==> src/rtl/axi_rom_responder_if.sv <==
// AXI read-address and read-data channels between the bridge (master) and the ROM responder (slave).
interface axi_rom_responder_if #(
  parameter int IDS_W  = 8,
  parameter int ADDR_W = 32,
  parameter int DATA_W = 32,
  parameter int LEN_W  = 4
) ();
  logic [IDS_W-1:0]  ARID_S;
  logic [ADDR_W-1:0] ARADDR;
  logic [LEN_W-1:0]  ARLEN;
  logic [1:0]        ARBURST;
  logic              ARVALID;
  logic              ARREADY;
  logic [IDS_W-1:0]  RID_S;
  logic [DATA_W-1:0] RDATA;
  logic [1:0]        RRESP;
  logic              RLAST;
  logic              RVALID;
  logic              RREADY;

  modport master (
    output ARID_S, ARADDR, ARLEN, ARBURST, ARVALID,
    input  ARREADY,
    input  RID_S, RDATA, RRESP, RLAST, RVALID,
    output RREADY
  );

  modport slave (
    input  ARID_S, ARADDR, ARLEN, ARBURST, ARVALID,
    output ARREADY,
    output RID_S, RDATA, RRESP, RLAST, RVALID,
    input  RREADY
  );
endinterface

==> src/rtl/axi_rom_responder.sv <==
// AXI read slave for the boot ROM: one burst at a time, first beat 3 cycles after AR, then 1 beat/cycle.
// RREADY backpressure is absorbed by a 2-entry buffer; ROM issue pauses when buffer + in-flight read reach 2.
module axi_rom_responder #(
  parameter int IDS_W  = 8,
  parameter int ADDR_W = 32,
  parameter int DATA_W = 32,
  parameter int LEN_W  = 4,
  parameter int ROM_AW = 12
) (
  input  logic              ACLK,
  input  logic              ARESETn,
  axi_rom_responder_if.slave axi,
  output logic              ROM_CS,
  output logic              ROM_OE,
  output logic [ROM_AW-1:0] ROM_A,
  input  logic [DATA_W-1:0] ROM_DO
);

  typedef enum logic {IDLE, BURST} state_t;

  state_t             state, state_nxt;
  logic [IDS_W-1:0]   id_q;
  logic [ROM_AW-1:0]  addr_q, addr_nxt, mask_q;
  logic [1:0]         burst_q;
  logic [LEN_W:0]     issue_left;
  logic               inflight, inflight_last;
  logic [DATA_W-1:0]  fifo_dat [2];
  logic [1:0]         fifo_last;
  logic               rd_ptr, wr_ptr;
  logic [1:0]         fifo_cnt;
  logic [2:0]         occ;
  logic               ar_hs, issue, pop, fifo_vld, head_last, wrap_ok;
  logic               unused_addr_bits;

  assign unused_addr_bits = ^{axi.ARADDR[ADDR_W-1:ROM_AW+2], axi.ARADDR[1:0]};

  assign fifo_vld  = (fifo_cnt != 2'd0);
  assign head_last = fifo_last[rd_ptr];
  assign ar_hs     = axi.ARVALID && (state == IDLE);
  assign pop       = fifo_vld && axi.RREADY;
  // Occupancy as it will stand after this cycle's pop; RREADY reaches ROM_CS combinationally.
  assign occ       = {1'b0, fifo_cnt} + {2'b00, inflight} - {2'b00, pop};
  assign issue     = (state == BURST) && (issue_left != '0) && (occ < 3'd2);

  // Wrapping only applies to power-of-two lengths of 2..16 beats; anything else increments.
  assign wrap_ok = (mask_q != '0) && ((mask_q & (mask_q + 1'b1)) == '0);

  always_comb begin
    addr_nxt = addr_q + 1'b1;
    case (burst_q)
      2'b00:   addr_nxt = addr_q;
      2'b10:   if (wrap_ok) addr_nxt = (addr_q & ~mask_q) | ((addr_q + 1'b1) & mask_q);
      default: addr_nxt = addr_q + 1'b1;
    endcase
  end

  always_ff @(posedge ACLK or negedge ARESETn) begin
    if (!ARESETn) state <= IDLE;
    else          state <= state_nxt;
  end

  always_comb begin
    state_nxt = state;
    case (state)
      IDLE:    if (ar_hs) state_nxt = BURST;
      BURST:   if (pop && head_last) state_nxt = IDLE;
      default: state_nxt = IDLE;
    endcase
  end

  always_comb begin
    axi.ARREADY = (state == IDLE);
    ROM_CS      = issue;
    ROM_OE      = issue;
    ROM_A       = addr_q;
    axi.RVALID  = fifo_vld;
    axi.RDATA   = fifo_dat[rd_ptr];
    axi.RLAST   = fifo_vld && head_last;
    axi.RID_S   = id_q;
    axi.RRESP   = (burst_q == 2'b11) ? 2'b10 : 2'b00;
  end

  always_ff @(posedge ACLK or negedge ARESETn) begin
    if (!ARESETn) begin
      id_q          <= '0;
      addr_q        <= '0;
      mask_q        <= '0;
      burst_q       <= 2'b00;
      issue_left    <= '0;
      inflight      <= 1'b0;
      inflight_last <= 1'b0;
    end else begin
      if (ar_hs) begin
        id_q       <= axi.ARID_S;
        addr_q     <= axi.ARADDR[ROM_AW+1:2];
        mask_q     <= ROM_AW'(axi.ARLEN);
        burst_q    <= axi.ARBURST;
        issue_left <= {1'b0, axi.ARLEN} + 1'b1;
      end else if (issue) begin
        addr_q     <= addr_nxt;
        issue_left <= issue_left - 1'b1;
      end
      inflight      <= issue;
      inflight_last <= issue && (issue_left == (LEN_W+1)'(1));
    end
  end

  // ROM data lands one cycle after the issue and goes straight into the buffer.
  always_ff @(posedge ACLK or negedge ARESETn) begin
    if (!ARESETn) begin
      fifo_dat[0] <= '0;
      fifo_dat[1] <= '0;
      fifo_last   <= 2'b00;
      rd_ptr      <= 1'b0;
      wr_ptr      <= 1'b0;
      fifo_cnt    <= 2'd0;
    end else begin
      if (inflight) begin
        fifo_dat[wr_ptr]  <= ROM_DO;
        fifo_last[wr_ptr] <= inflight_last;
        wr_ptr            <= ~wr_ptr;
      end
      if (pop) rd_ptr <= ~rd_ptr;
      fifo_cnt <= fifo_cnt + {1'b0, inflight} - {1'b0, pop};
    end
  end

endmodule

==> src/flat_wrapper.sv <==
// flat-port wrapper written by rule: the top's interface ports become plain ports
module axi_rom_responder_flat 
#(
  parameter int IDS_W  = 8,
  parameter int ADDR_W = 32,
  parameter int DATA_W = 32,
  parameter int LEN_W  = 4,
  parameter int ROM_AW = 12
)
  (ACLK, ARESETn, ROM_CS, ROM_OE, ROM_A, ROM_DO, axi_ARID_S, axi_ARADDR, axi_ARLEN, axi_ARBURST, axi_ARVALID, axi_ARREADY, axi_RID_S, axi_RDATA, axi_RRESP, axi_RLAST, axi_RVALID, axi_RREADY);
  axi_rom_responder_if #(.IDS_W(IDS_W), .ADDR_W(ADDR_W), .DATA_W(DATA_W), .LEN_W(LEN_W)) axi_i ();
  input  logic ACLK;
  input  logic ARESETn;
  output logic ROM_CS;
  output logic ROM_OE;
  output logic [ROM_AW-1:0] ROM_A;
  input  logic [DATA_W-1:0] ROM_DO;
  input wire logic [$bits(axi_i.ARID_S)-1:0] axi_ARID_S;
  input wire logic [$bits(axi_i.ARADDR)-1:0] axi_ARADDR;
  input wire logic [$bits(axi_i.ARLEN)-1:0] axi_ARLEN;
  input wire logic [$bits(axi_i.ARBURST)-1:0] axi_ARBURST;
  input wire logic [$bits(axi_i.ARVALID)-1:0] axi_ARVALID;
  output wire logic [$bits(axi_i.ARREADY)-1:0] axi_ARREADY;
  output wire logic [$bits(axi_i.RID_S)-1:0] axi_RID_S;
  output wire logic [$bits(axi_i.RDATA)-1:0] axi_RDATA;
  output wire logic [$bits(axi_i.RRESP)-1:0] axi_RRESP;
  output wire logic [$bits(axi_i.RLAST)-1:0] axi_RLAST;
  output wire logic [$bits(axi_i.RVALID)-1:0] axi_RVALID;
  input wire logic [$bits(axi_i.RREADY)-1:0] axi_RREADY;
  assign axi_i.ARID_S = axi_ARID_S;
  assign axi_i.ARADDR = axi_ARADDR;
  assign axi_i.ARLEN = axi_ARLEN;
  assign axi_i.ARBURST = axi_ARBURST;
  assign axi_i.ARVALID = axi_ARVALID;
  assign axi_ARREADY = axi_i.ARREADY;
  assign axi_RID_S = axi_i.RID_S;
  assign axi_RDATA = axi_i.RDATA;
  assign axi_RRESP = axi_i.RRESP;
  assign axi_RLAST = axi_i.RLAST;
  assign axi_RVALID = axi_i.RVALID;
  assign axi_i.RREADY = axi_RREADY;
  axi_rom_responder #(.IDS_W(IDS_W), .ADDR_W(ADDR_W), .DATA_W(DATA_W), .LEN_W(LEN_W), .ROM_AW(ROM_AW)) u_core (.ACLK(ACLK), .ARESETn(ARESETn), .axi(axi_i), .ROM_CS(ROM_CS), .ROM_OE(ROM_OE), .ROM_A(ROM_A), .ROM_DO(ROM_DO));
endmodule
==> config.mk <==
export PLATFORM = sky130hd
export DESIGN_NAME = axi_rom_responder_flat
export DESIGN_NICKNAME = d
export VERILOG_FILES = /design/src/rtl/axi_rom_responder_if.sv /design/src/rtl/axi_rom_responder.sv /design/src/flat_wrapper.sv
export SDC_FILE = /design/constraint.sdc
export NUM_CORES = 1
export LEC_CHECK = 0
export ABC_AREA = 1
export CORE_MARGIN = 2
export CORE_UTILIZATION = 52
export DETAILED_ROUTE_END_ITERATION = 10
export HOLD_SLACK_MARGIN = 0.05
export PLACE_DENSITY = 0.86
export SLEW_MARGIN = 40
export SYNTH_ARGS = -nofsm -noshare
export SYNTH_HDL_FRONTEND = slang
export SYNTH_SLANG_ARGS = --single-unit
==> constraint.sdc <==
create_clock -name ACLK -period 7.3 [get_ports ACLK]
set_input_delay 1.095 -clock ACLK [delete_from_list [all_inputs] [get_ports ACLK]]
set_output_delay 1.095 -clock ACLK [all_outputs]
set_load 0.1 [all_outputs]
==> results of run 1 <==
worst max-delay path by stage:
stage	from	endpoint	slack [ps]	depth (start not counted)
CTS	axi_RREADY	ROM_CS	2750	11
global placement	axi_RREADY	ROM_OE	2100	11
finish	axi_RREADY	ROM_CS	2760	11
detailed placement	axi_RREADY	ROM_CS	2760	11
floorplan	u_core.fifo_cnt[1]	ROM_OE	2570	12
global route	axi_RREADY	ROM_OE	2610	11
area by class of cell:
| class | instances | area, um^2 |
|---|---|---|
| Sequential cell | 104 | 2600 |
| Inverter | 68 | 264 |
| Fill cell | 830 | 3170 |
| Tap cell | 129 | 161 |
| Timing Repair Buffer | 121 | 917 |
| Clock inverter | 7 | 52.6 |
| Clock buffer | 9 | 124 |
| Multi-Input combinational cell | 446 | 2030 |
cell families after synthesis:
logic type | after synthesis | synth area share (%)
XOR/XNOR | 4 | 0.694
buffers and inverters | 97 | 8.33
AND/OR/NAND/NOR | 333 | 26.5
other | 1 | 0.0743
multiplexers | 1 | 0.198
AO/OA/AOI/OAI | 99 | 10.5
adder cells (fa/ha/maj) | 8 | 2.13
flip-flops | 104 | 51.6
layout by cell type, fill, tap and decap left out, drive strengths merged:
cell type	count
o21bai	2
or2	1
xor2	3
o21ai	84
buf	61
a31oi	1
nand4	3
dfrtp	104
nor3	1
conb	1
nor2	30
ha	7
a22oi	2
inv	70
a21oi	6
clkinvlp	1
mux2i	1
nand2	273
nand3	25
o22ai	1
clkbuf	9
fa	1
o211ai	2
clkdlybuf4s50	60
clkinv	4
xnor2	1
a21o	1
state kept, by name, summed over array words and instances, names as in the netlist, 2 cells and up, named ones only:
register	cells
u_core.issue_left	5
u_core.fifo_last	2
u_core.fifo_cnt	2
u_core.mask_q	4
u_core.burst_q	2
u_core.ROM_A	9
u_core.axi.RID_S	8
u_core.fifo_dat	64
routing by layer:
metal | up-vias | track usage [%] | share of wire (%)
met5 | - | 0 | 0
met4 | 0 | 7.18 | 0.87
met3 | 9 | 2.78 | 4.4
met2 | 93 | 39.1 | 49
met1 | 2029 | 27.5 | 45
li1 | 2217 | - | -
metrics by stage:
step                      utilization (%)  setup WS (ps)  cell area (um^2)  hold slack (ps)
after floorplan                         -           2570              5050              452
after global placement               67.1           2100              6260              465
after detailed placement             64.1           2760              5980              464
after CTS                            66.0           2750              6160              493
after global routing                 66.0           2610              6160              512
final                                66.0           2760              6160              487
worst min-delay path: cells and delay by family, from the launching register on:
family | cells | cell delay [ps]
flip-flops | 1 | 350
AND/OR/NAND/NOR | 2 | 110
==> impl_metrics.tcl, run 1 <==
set metrics [dict create \
    relSlewSlack_pct 51.3 \
    critPathKind "primary input to output pin" \
    grt_max_degree 83 \
    initial_core_util_pct 54.1 \
    grt_pass1_wl_mm 18.4 \
    grt_pass1_vias 4286 \
    place_inst 868 \
    yosys-top-cells-area "dfrtp_1 52%, nand2_1 20%, o21ai_0 7.6%, inv_1 4.8%, nand3_1 2.3%" \
    cts_tree "built" \
    cts_sinks 104 \
    htree_levels 3 \
    grt.overflow.total 0 \
    yosysMostFrequentCell "nand2_1" \
    critPathRequiredTime_ps 6200 \
    drv_cap 0 \
    insertion_delay_ps 350 \
    rsz0062_at_grt "no" \
    crit_top_cell "inv_1" \
    drt-initial-drc-count 172 \
    critical_path_arrival_ps 3450 \
    synth_common_cells "269 x nand2_1, 104 x dfrtp_1, 77 x o21ai_0" \
    r2r_cells 14 \
    synthFlopType "dfrtp_1" \
    worstPathCellList "clkdlybuf4s50_1 -> nand2_1 -> inv_1 -> ha_1 -> inv_1 -> ha_1 -> fa_1 -> nor2_2 -> nand3_2 -> inv_1 -> buf_2" \
    fin_crit_sh_pct 62.3 \
    fp.dieH_um 103 \
    syn_inst 647 \
    avgViaCountPerCell 4.92 \
    cp-end-kind "output pin" \
    num_vias 4348 \
    synth_top_area_cell "dfrtp_1" \
    layout.cells.non_filler 884 \
    groute.usage.overall_pct 21.8 \
    drv_slew 0 \
    async_flop_share_pct 100 \
    synth_edf_count 0 \
    drive_gt1_share_pct 12.5 \
    crit_buf_inv 5 \
    holdPathStages 2 \
    max_freq_ghz 0.220 \
    status "finished, final reports clean" \
    drc 0 \
    clk_pin_slew_ps 90 \
    antenna_found_initial 0 \
    min_period_ps 4540 \
    start_kind "primary input" \
    std_cell_rows 35 \
    hold_path_startpoint "u_core.axi.RID_S[4]" \
    ios 141 \
    fin_setup_tns_ps 0 \
    synth-seq-area-share_pct 51.6 \
    r2r-start "u_core.fifo_cnt[1]" \
    port_buffers 119 \
    cp_slowest_stage_delay_ps 490 \
    root_buffer "clkbuf_8" \
    wl_mm 10.7 \
    finalSetupViolCount 0 \
    cp_top_family "buffers and inverters" \
    hold_viol_final 0 \
    syn_avg_cell_area_um2 7.80 \
    postSynthNetCount 737 \
    fin_nets 840 \
    dp_hpwl_mm 7.38 \
    firstDrtPassIters 4 \
    finClkSkew_ps 12.7 \
    rrSetupSlack_ps 4570 \
    synth_top_area_share_pct 51.6 \
    yosys_warnings 0 \
    slowest_stage "fa_1" \
    worst_slew_pin_slew_ps 730 \
    synth_cell_type_count 39 \
    hold_buffers 0 \
    hold_end "u_core.axi.RID_S[4]" \
    place_congestion 0.820 \
    synth-seq-cells 104 \
    routedWlPerCell_um 12.2 \
    holdCritPathClass "flop to flop" \
    cp_max_fo 3 \
    area_delta_synth_final_pct 22.0 \
    cts_max_path_buffers 2 \
    synthesis.area_mm2 0.00505 \
    n_antenna_cell 0 \
    core-area_mm2 0.00933 \
    post_cts_buffers 0 \
    die_w_um 103 \
    dieArea_mm2 0.0105 \
    postRouteAntennaNets 0 \
    ctsResizeCount 0 \
    numCtsBuffers 9 \
]
Power of run 1 is not shown: default switching activity piles up to over one toggle a cycle in this logic, so the estimate is an artifact.
==> run 2, diff against run 1 <==
--- a/config.mk
+++ b/config.mk
@@ -7,10 +7,10 @@
 export LEC_CHECK = 0
 export ABC_AREA = 1
 export CORE_MARGIN = 2
-export CORE_UTILIZATION = 52
+export CORE_UTILIZATION = 48
 export DETAILED_ROUTE_END_ITERATION = 10
 export HOLD_SLACK_MARGIN = 0.05
-export PLACE_DENSITY = 0.86
+export PLACE_DENSITY = 0.8
 export SLEW_MARGIN = 40
 export SYNTH_ARGS = -nofsm -noshare
 export SYNTH_HDL_FRONTEND = slang
==> constraint.sdc (replaced) <==
create_clock -name ACLK -period 4.3 [get_ports ACLK]
set_input_delay 0.645 -clock ACLK [delete_from_list [all_inputs] [get_ports ACLK]]
set_output_delay 0.645 -clock ACLK [all_outputs]
set_load 0.1 [all_outputs]
==> run 2 against run 1 <==
Hold slack got worse by 150 ps. Final cell count is 0.68% higher. Final area increased by 2.2%. Sequential share of layout area shrank 0.91 points. Critical path depth unchanged. Wire length increased by 3.7%. Flip-flop and latch count did not move. Clock skew shrank 4.8 ps. Highest routed layer unchanged. Utilization fell by 4.8 points. Global-route usage decreased by 1.6 points.
==> impl_metrics.tcl, run 2 (synthesized netlist as in run 1, its figures left out) <==
set metrics [dict create \
    final_common_cell "nand2_1" \
    wl_mm 11.1 \
    fin_ws_ps 764 \
    cts_max_path_buffers 2 \
    num_vias 4424 \
    grt_pass1_vias 4335 \
    std_cell_rows 37 \
    critPathKind "primary input to output pin" \
    fp.dieH_um 107 \
    status "finished, final reports clean" \
    drv_cap 0 \
    htree_levels 3 \
    seqCellArea_mm2 0.00260 \
    holdCritPathClass "primary input to async pin" \
    final_cell_mix "268 x nand2_1, 104 x dfrtp_1, 77 x o21ai_0, 64 x inv_1, 60 x clkdlybuf4s50_1" \
    drv_slew 0 \
    place_area_mm2 0.00610 \
    numCtsBuffers 9 \
    drive_gt1_share_pct 12.1 \
    fillers 883 \
    cts_tree "built" \
    start_kind "primary input" \
    largest_reg_flops 64 \
    fin_crit_sh_pct 82.2 \
    ctsResizeCount 0 \
    firstDrtPassIters 5 \
    antenna_found_initial 0 \
    root_buffer "clkbuf_8" \
    place_congestion 0.796 \
    core-area_mm2 0.0103 \
    cts_sinks 104 \
    cp_top_family "buffers and inverters" \
    insertion_delay_ps 360 \
    cp-end-kind "output pin" \
    min_period_ps 3540 \
    grt_max_degree 90 \
    n_antenna_cell 0 \
    finalSetupViolCount 0 \
    fin_setup_tns_ps 0 \
    crit_top_cell "inv_1" \
    worstPathCellList "clkdlybuf4s50_1 -> nand2_1 -> inv_1 -> ha_1 -> inv_1 -> ha_1 -> fa_1 -> nor2_2 -> nand3_2 -> inv_1 -> buf_12" \
    clk_pin_slew_ps 90 \
    port_buffers 119 \
    place_ws_ps 754 \
    fin_area_mm2 0.00629 \
    crit_buf_inv 5 \
    cp_max_fo 3 \
    largest_register "u_core.fifo_dat" \
    worst_slew_pin_slew_ps 676 \
    dieArea_mm2 0.0114 \
    cp_slowest_stage_delay_ps 480 \
    relSlewSlack_pct 54.9 \
    area_delta_synth_final_pct 24.6 \
    critPathRequiredTime_ps 3650 \
    grt.overflow.total 0 \
    die_w_um 107 \
    ios 141 \
    grt_pass1_wl_mm 18.8 \
    routedWlPerCell_um 12.5 \
    hold_buffers 0 \
    fin_nets 840 \
    finClkSkew_ps 7.90 \
    dp_hpwl_mm 7.54 \
    post-route-util_pct 61.2 \
    slowest_stage "fa_1" \
    drc 0 \
    groute.usage.overall_pct 20.3 \
    post_cts_buffers 0 \
    initial_core_util_pct 49.1 \
    hold_viol_final 0 \
    multi_input_area_mm2 0.00203 \
    avgViaCountPerCell 4.97 \
    critical_path_arrival_ps 2890 \
    postRouteAntennaNets 0 \
    max_freq_ghz 0.283 \
    drt-initial-drc-count 222 \
    rsz0062_at_grt "no" \
]
run 2: worst reg2reg max path: stages (launching register included):
cell and delay, ps:
dfrtp_1 430, inv_1 140, nand2_1 80, nand2_1 110, inv_1 60, ha_1 270
inv_1 40, ha_1 180, fa_1 480, nor2_2 140, nand3_2 110, nand2_2 220
nand3_4 210, inv_6 140, nand2_1 60, nand2_1 50
run 2: cell type report:
cell class,instances,area share (%)
flip-flops and latches,104,41.4
multi-input cells,446,32.3
repair buffers,121,16.4
inverters,68,4.20
well taps,136,2.70
clock buffers,12,2.31
clock inverters,3,0.676
run 2: path summary, 6_finish.rpt:
| path | depth (start not counted) | end | from | slack [ps] |
|---|---|---|---|---|
| min in group ACLK | 2 | u_core.axi.RID_S[0] | u_core.axi.RID_S[0] | 490 |
| max in group asynchronous | 2 | u_core.inflight | ARESETn | 3260 |
| worst max register to register | 15 | u_core.ROM_A[6] | u_core.fifo_cnt[1] | 1530 |
| worst min-delay path | 1 | u_core.fifo_dat[41] | ARESETn | 330 |
| worst min register to register | 2 | u_core.axi.RID_S[0] | u_core.axi.RID_S[0] | 490 |
| worst max-delay path | 11 | ROM_OE | axi_RREADY | 760 |
run 2: layer usage:
layer	vias up	routed length, um	global-route usage (%)
met2	125	5400	34.8
met4	0	206	7.98
met3	17	498	2.82
met1	2075	5040	26.0
met5	-	0	0
li1	2207	-	-
run 2: stage by stage:
stage          hold WS [ps]  cells
2_1_floorplan           349    647
3_3_place_gp            466    875
3_5_place_dp            465    875
4_1_cts                 366    890
5_1_grt                 387    890
6_report                334    890
Power of run 2 is left out for the same reason.
==> run 3, diff against run 2 <==
--- a/config.mk
+++ b/config.mk
@@ -7,10 +7,10 @@
 export LEC_CHECK = 0
 export ABC_AREA = 1
 export CORE_MARGIN = 2
-export CORE_UTILIZATION = 48
+export CORE_UTILIZATION = 44
 export DETAILED_ROUTE_END_ITERATION = 10
 export HOLD_SLACK_MARGIN = 0.05
-export PLACE_DENSITY = 0.8
+export PLACE_DENSITY = 0.77
 export SLEW_MARGIN = 40
 export SYNTH_ARGS = -nofsm -noshare
 export SYNTH_HDL_FRONTEND = slang
==> constraint.sdc (replaced) <==
create_clock -name ACLK -period 3.1 [get_ports ACLK]
set_input_delay 0.465 -clock ACLK [delete_from_list [all_inputs] [get_ports ACLK]]
set_output_delay 0.465 -clock ACLK [all_outputs]
set_load 0.1 [all_outputs]
==> run 3 against run 2 <==
Count of clock-buffer cells in the layout fell by 1. Critical path depth did not move. Critical path type unchanged. Utilization rose by 0.65 points. Flip-flop and latch count did not move. Final cell count rose by 1.3%. Clock skew fell by 3.2 ps.
==> impl_metrics.tcl, run 3 (synthesized netlist as in run 1, its figures left out) <==
set metrics [dict create \
    ios 141 \
    layout.cells.non_filler 902 \
    drc 0 \
    seqCellArea_mm2 0.00260 \
    finClkSkew_ps 4.68 \
    worstPathCellList "clkdlybuf4s50_1 -> nand2_4 -> inv_2 -> ha_4 -> inv_2 -> ha_4 -> fa_2 -> nor2_2 -> nand3_2 -> clkinvlp_4 -> buf_12" \
    groute.usage.overall_pct 19.2 \
    fin_ws_ps 89.2 \
    dp_hpwl_mm 7.98 \
    critPathKind "primary input to output pin" \
    holdCritPathClass "primary input to async pin" \
    hold_buffers 0 \
    slowest_stage "fa_2" \
    min_period_ps 3010 \
    root_buffer "clkbuf_16" \
    cp_slowest_stage_delay_ps 550 \
    grt_pass1_wl_mm 19.7 \
    dieArea_mm2 0.0123 \
    num_vias 4489 \
    fp.dieH_um 111 \
    place_congestion 0.811 \
    drv_cap 0 \
    worst_slew_pin_slew_ps 651 \
    firstDrtPassIters 8 \
    final_cell_mix "266 x nand2_1, 104 x dfrtp_1, 77 x o21ai_0, 60 x clkdlybuf4s50_1, 59 x inv_1" \
    antenna_found_initial 0 \
    rsz0062_at_grt "no" \
    drive_gt1_share_pct 14.1 \
    fin_nets 845 \
    postRouteAntennaNets 0 \
    cts_sinks 104 \
    largest_register "u_core.fifo_dat" \
    insertion_delay_ps 340 \
    port_buffers 119 \
    r2r_cells 15 \
    cts_max_path_buffers 2 \
    finalSetupViolCount 0 \
    drv_slew 0 \
    start_kind "primary input" \
    max_freq_ghz 0.332 \
    grt_max_degree 74 \
    final_common_cell "nand2_1" \
    critical_path_arrival_ps 2550 \
    place_inst 884 \
    drt-initial-drc-count 317 \
    clk_pin_slew_ps 60 \
    cp_max_fo 3 \
    hold_viol_final 0 \
    std_cell_rows 39 \
    avgViaCountPerCell 4.98 \
    status "finished, final reports clean" \
    critPathRequiredTime_ps 2630 \
    area_delta_synth_final_pct 38.7 \
    wl_mm 11.5 \
    relSlewSlack_pct 56.6 \
    cts_tree "built" \
    fillers 948 \
    grt.overflow.total 0 \
    grt_pass1_vias 4400 \
    n_antenna_cell 0 \
    routedWlPerCell_um 12.8 \
    htree_levels 3 \
    initial_core_util_pct 44.6 \
    core-area_mm2 0.0113 \
    largest_reg_flops 64 \
    fin_crit_sh_pct 97.1 \
    post-route-util_pct 61.9 \
    numCtsBuffers 9 \
    die_w_um 111 \
    multi_input_area_mm2 0.00209 \
    cp-end-kind "output pin" \
    place_ws_ps 72.3 \
]
==> run 3: cell count changes in the layout (fill, tap and decap cells not counted), moves of 3 or more <==
cell	before	now
inv_2	1	4
buf_4	35	30
buf_2	23	0
clkbuf_8	11	2
inv_1	64	59
clkbuf_16	0	9
buf_12	2	35
==> run 3: layer usage <==
layer / track usage [%] / share of wire, % / vias to the layer above
li1: - / - / 2231
met3: 2.62 / 4.4 / 15
met4: 6.91 / 1.3 / 0
met2: 33.3 / 51 / 118
met5: 0 / 0 / -
met1: 24.7 / 44 / 2125
==> run 3: what timing repair did <==
| action | in CTS | in global routing |
|---|---|---|
| setup buffers | 0 | 3 |
| endpoints found under the setup margin | 0 | 2 |
| gates resized for setup | 0 | 1 |
==> run 3: final cells by class <==
class	instances	share of cell area (%)
Timing Repair Buffer	126	22.0
Clock buffer	11	3.61
Inverter	68	3.84
Tap cell	143	2.55
Clock inverter	4	1.09
Sequential cell	104	37.2
Multi-Input combinational cell	446	29.8
==> run 3: worst max-delay path, delay by kind of cell <==
kind	cells	cell delay, ps
adders and majority gates	3	950
buffers and inverters	5	900
and+or+nand+nor	3	220
==> run 3: worst paths after layout <==
| check | start | to | slack [ps] |
|---|---|---|---|
| worst min register to register | u_core.fifo_dat[52] | u_core.fifo_dat[52] | 490 |
| worst max register to register | u_core.fifo_cnt[1] | flop | 400 |
| min in group ACLK | u_core.fifo_dat[52] | u_core.fifo_dat[52] | 490 |
| worst max-delay path | axi_RREADY | ROM_OE | 90 |
| max in group asynchronous | ARESETn | u_core.fifo_dat[34] | 2280 |
| worst min-delay path | ARESETn | u_core.fifo_dat[39] | 130 |
==> run 3: stage by stage <==
stage	cell area, um^2	hold slack [ps]	setup TNS, ps
after detailed placement	6650	471	0
after global routing	7000	191	0
after global placement	6640	467	0
final	7000	129	0
after CTS	6980	159	0
after floorplan	5110	169	-102
Power of run 3 is left out for the same reason.
